$ cat config.mk
export PLATFORM = sky130hd
export DESIGN_NAME = fifo_bit_packer
export DESIGN_NICKNAME = d
export VERILOG_FILES = /design/src/rtl/fifo_bit_packer_pkg.sv /design/src/rtl/fifo_bit_packer.sv
export SDC_FILE = /design/constraint.sdc
export NUM_CORES = 1
export LEC_CHECK = 0
export CAP_MARGIN = 20
export CELL_PAD_IN_SITES_DETAIL_PLACEMENT = 0
export CELL_PAD_IN_SITES_GLOBAL_PLACEMENT = 1
export CORE_MARGIN = 3
export CORE_UTILIZATION = 41
export DETAILED_ROUTE_END_ITERATION = 8
export PLACE_DENSITY = 0.88
export SYNTH_ARGS = -nofsm -noshare
export SYNTH_HDL_FRONTEND = slang
export SYNTH_SLANG_ARGS = --single-unit
$ cat constraint.sdc
create_clock -name clk -period 2.15 [get_ports clk]
set_input_delay 0.43 -clock clk [delete_from_list [all_inputs] [get_ports clk]]
set_output_delay 0.43 -clock clk [all_outputs]
set_load 0.005 [all_outputs]
$ cat src/rtl/fifo_bit_packer_pkg.sv
// Shared constants for the 1-bit FIFO read side: default word width and bit-order encoding.
package fifo_bit_packer_pkg;

  localparam int unsigned DefaultWidth = 8;

  typedef enum bit {
    LsbFirst = 1'b0,
    MsbFirst = 1'b1
  } bit_order_e;

endpackage

$ cat src/rtl/fifo_bit_packer.sv
// Pops bits from a 1-bit synchronous FIFO, packs them into WIDTH-bit words and
// presents each word on a valid/ready port through a one-word output register.
module fifo_bit_packer
  import fifo_bit_packer_pkg::*;
#(
  parameter int unsigned WIDTH     = DefaultWidth,
  parameter bit          MSB_FIRST = MsbFirst
) (
  input  logic                       clk,
  input  logic                       rst,
  input  logic                       fifo_empty,
  input  logic                       fifo_data_out,
  output logic                       fifo_rd,
  output logic [WIDTH-1:0]           out_data,
  output logic                       out_valid,
  input  logic                       out_ready,
  output logic [$clog2(WIDTH+1)-1:0] bit_cnt
);

  localparam int unsigned CntW = $clog2(WIDTH + 1);

  logic [WIDTH-1:0] sr_q, sr_d;
  logic [CntW-1:0]  cnt_q, cnt_d;
  logic             rd_q;
  logic [WIDTH-1:0] data_q, data_d;
  logic             valid_q, valid_d;
  logic             full;
  logic             load;
  logic [CntW:0]    occupancy;

  assign full = (cnt_q == CntW'(WIDTH));
  assign load = full && (!valid_q || out_ready);

  // Bits already captured plus the one in flight must leave room for another pop.
  always_comb begin
    occupancy = {1'b0, cnt_q} + {{CntW{1'b0}}, rd_q};
    fifo_rd   = !rst && !fifo_empty && (occupancy < (CntW + 1)'(WIDTH));
  end

  always_comb begin
    sr_d    = sr_q;
    cnt_d   = cnt_q;
    data_d  = data_q;
    valid_d = valid_q;
    if (rd_q) begin
      if (MSB_FIRST) begin
        sr_d = {sr_q[WIDTH-2:0], fifo_data_out};
      end else begin
        sr_d = {fifo_data_out, sr_q[WIDTH-1:1]};
      end
      cnt_d = cnt_q + CntW'(1);
    end
    if (load) begin
      data_d  = sr_q;
      valid_d = 1'b1;
      cnt_d   = '0;
    end else if (valid_q && out_ready) begin
      valid_d = 1'b0;
    end
  end

  always_ff @(posedge clk) begin
    if (rst) begin
      sr_q    <= '0;
      cnt_q   <= '0;
      rd_q    <= 1'b0;
      data_q  <= '0;
      valid_q <= 1'b0;
    end else begin
      sr_q    <= sr_d;
      cnt_q   <= cnt_d;
      rd_q    <= fifo_rd;
      data_q  <= data_d;
      valid_q <= valid_d;
    end
  end

  assign out_data  = data_q;
  assign out_valid = valid_q;
  assign bit_cnt   = cnt_q;

endmodule
==> out/summary.txt <==
Outcome: finished, final reports clean
CTS tree: yes
Core outline area: 2060 um^2
Max frequency: 0.572 GHz
Critical Path AT: 1.32 ns
Crit path max-delay family: buffers and inverters
Reg2Reg Setup Slack: 0.76 ns
Worst Path Buf+Inv: 1
WS Path Type: flip-flop to primary output
LEAKAGE: 0.428 nW
Number of synthesized register bits: 22
Max Slew Vio Count: 0
CTS root buf: clkbuf_4
Std cell rows: 16
H-tree levels: 1
Post-synth top area share: 0.473
Hold Path Cell Cnt: 2
Vias: 634
Hold EP: out_data[7]
Slew HR: 0.728
Via/cell ratio: 4.77
Max-cap viol count: 0
WL final: 1.47 mm
Setup Buffers After CTS: 0
Fill count: 187
Final setup viols: 0
Avg WL per Cell: 11.0 um
GR Util All Layers: 0.125
Worst endpoint required time: 1.72 ns
CTS-repair resized insts: 0
Final core occ: 0.569
DR iter-0 viols: 5
Syn nets: 94
Crit start category: flip-flop
Multi-input gate area: 442 um^2
Register Area: 440 um^2
Clk_skew: 0.0113 ns
Die ar.: 2880 um^2
Fin crit period: 1.75 ns
R2R Path Start: bit_cnt[0]
Worst Max-Slew Pin Slew: 0.407 ns
Synth cell types: 19
Max incr delay on CP: 0.55 ns
Slowest CP cell: clkdlybuf4s50_1
Clock Latency Late Sink: 0.30 ns
Hold Crit Start: out_data[7]
Fin crit share: 0.813
Endpoint type of the worst setup path: primary output
Height of the chip: 53.7 um
Worst-path fanout max: 5
Router iterations before antenna repair: 4
Initial Util: 0.451
RD Place Congestion: 0.633
Syn-to-layout area delta: 26.1%
Initial antenna violation count: 0
Area contributors post-synth: dfxtp_1 47%, mux2i_1 18%, nand2b_1 11%, nor2_1 3.2%, ha_1 2.7%
Cell area after synthesis: 931 um^2
Unrepaired setup endpoints after global routing: false
Die X: 53.7 um
Register area share after synthesis: 0.473
Dominant cell type by area after synthesis: dfxtp_1
I/O pin cnt: 19
Post-route DRC: 0
Post-CTS Hold Buffers: 0
Post-route ant nets: 0
Gate Count Post-Synth: 87
Clk slew on worst S/H paths: 0.13 ns
Hold Vio Cnt, Final: 0
Buffers on Ports: 18
Largest net degree at the start of global routing: 31
Peak supply drop: 514 uV
Layout cell share with drive strength beyond 1: 0.0755
Antenna Cells: 0
Number of buffers created by CTS: 3
Hpwl dp: 995 um
Vias in the first global route: 610
Grt ovf: 0
Clk sinks: 22
Crit-path cells: clkdlybuf4s50_1
Worst reg-to-reg path cell count: 5
First-pass GRT wire length: 2.64 mm
Worst-case clock buffer depth: 2
Yosys warns: 0
Nets@finish: 114
Setup TNS: 0 ns
Pwr Density: 662 nW/um^2
Avg Inst Size Synth: 10.7 um^2
HP Class: flip-flop to flip-flop
Worst r2r dst: out_data[5]
worst max-delay path by stage:
stage,slack [ns],startpoint,endpoint,cells after the start
global placement,0.06,rst,fifo_rd,3
global route,0.33,bit_cnt[3],bit_cnt[3],1
floorplan,0.88,rst,fifo_rd,2
CTS,0.06,fifo_empty,fifo_rd,3
detailed placement,0.06,rst,fifo_rd,3
finish,0.40,bit_cnt[3],bit_cnt[3],1
tightest hold or removal path: stages, from the launching register on:
cell      delay (ns)
dfxtp_1         0.33
nand2b_1        0.06
mux2i_1         0.05
cells in the mapped netlist (all sizes together):
cell,count
dfxtp,22
mux2i,17
nand2b,17
nor2,8
buf,4
nor3,4
ha,2
inv,2
nor4,2
xnor2,2
a21oi,1
and4,1
clkbuf,1
nand2,1
nand3b,1
nor2b,1
xor2,1
per-layer routing:
metal  wire [um]  vias up  global-route usage
met5           0        -                   0
met3          84        2              0.0360
met2         686       14               0.200
li1            -      324                   -
met4          12        0              0.0511
met1         684      294               0.158
through the flow:
step	instance area (um^2)	total power, mW	instances	hold slack (ns)	setup slack [ns]
floorplan	931	0.456	87	0.451	0.876
global placement	1120	0.475	129	0.459	0.0634
detailed placement	1120	0.476	129	0.465	0.0603
CTS	1170	0.792	133	0.482	0.0584
global route	1170	0.813	133	0.510	0.325
finish	1170	0.777	133	0.477	0.402
flip-flops by register name, indices dropped and copies added (netlist names):
| signal | flops |
|---|---|
| bit_cnt | 4 |
| out_data | 8 |
| sr_q | 8 |
| out_valid | 1 |
| rd_q | 1 |
cell families (layout without fill, tap and decap cells):
kind of cell,Yosys count,count (layout),share of synthesized area
AOI/OAI and AO/OA,1,1,0.00537
xor gates and xnor gates,3,3,0.0282
adders and majority gates,2,2,0.0269
buffers and inverters,7,26,0.0524
DFF,22,22,0.473
muxes,17,17,0.183
and+or+nand+nor,35,35,0.231
cells in the final DEF (no fill, tap or decap):
cell type        instances
dfxtp_1                 22
mux2i_1                 17
nand2b_1                17
clkdlybuf4s50_1         17
nor2_1                   8
nor3_1                   4
clkbuf_4                 3
inv_1                    2
nor4_1                   2
xnor2_1                  2
ha_1                     2
buf_4                    2
and4_1                   1
nand3b_4                 1
nor2b_4                  1
nand2_1                  1
xor2_1                   1
a21oi_1                  1
bufinv_16                1
dlymetal6s2s_1           1
area by class of cell:
type,instances,share of cell area
Sequential cell,22,0.375
Inverter,2,0.00640
Multi-Input combinational cell,58,0.376
Tap cell,27,0.0288
Clock inverter,1,0.0256
Clock buffer,3,0.0192
Timing Repair Buffer,20,0.168
power breakdown:
part,switching (mW),internal (mW)
Combinational,0.0201,0.0282
Sequential,0.00469,0.412
Clock,0.123,0.188
Total,0.148,0.629
No activity file was read; power rests on OpenSTA's default activity.
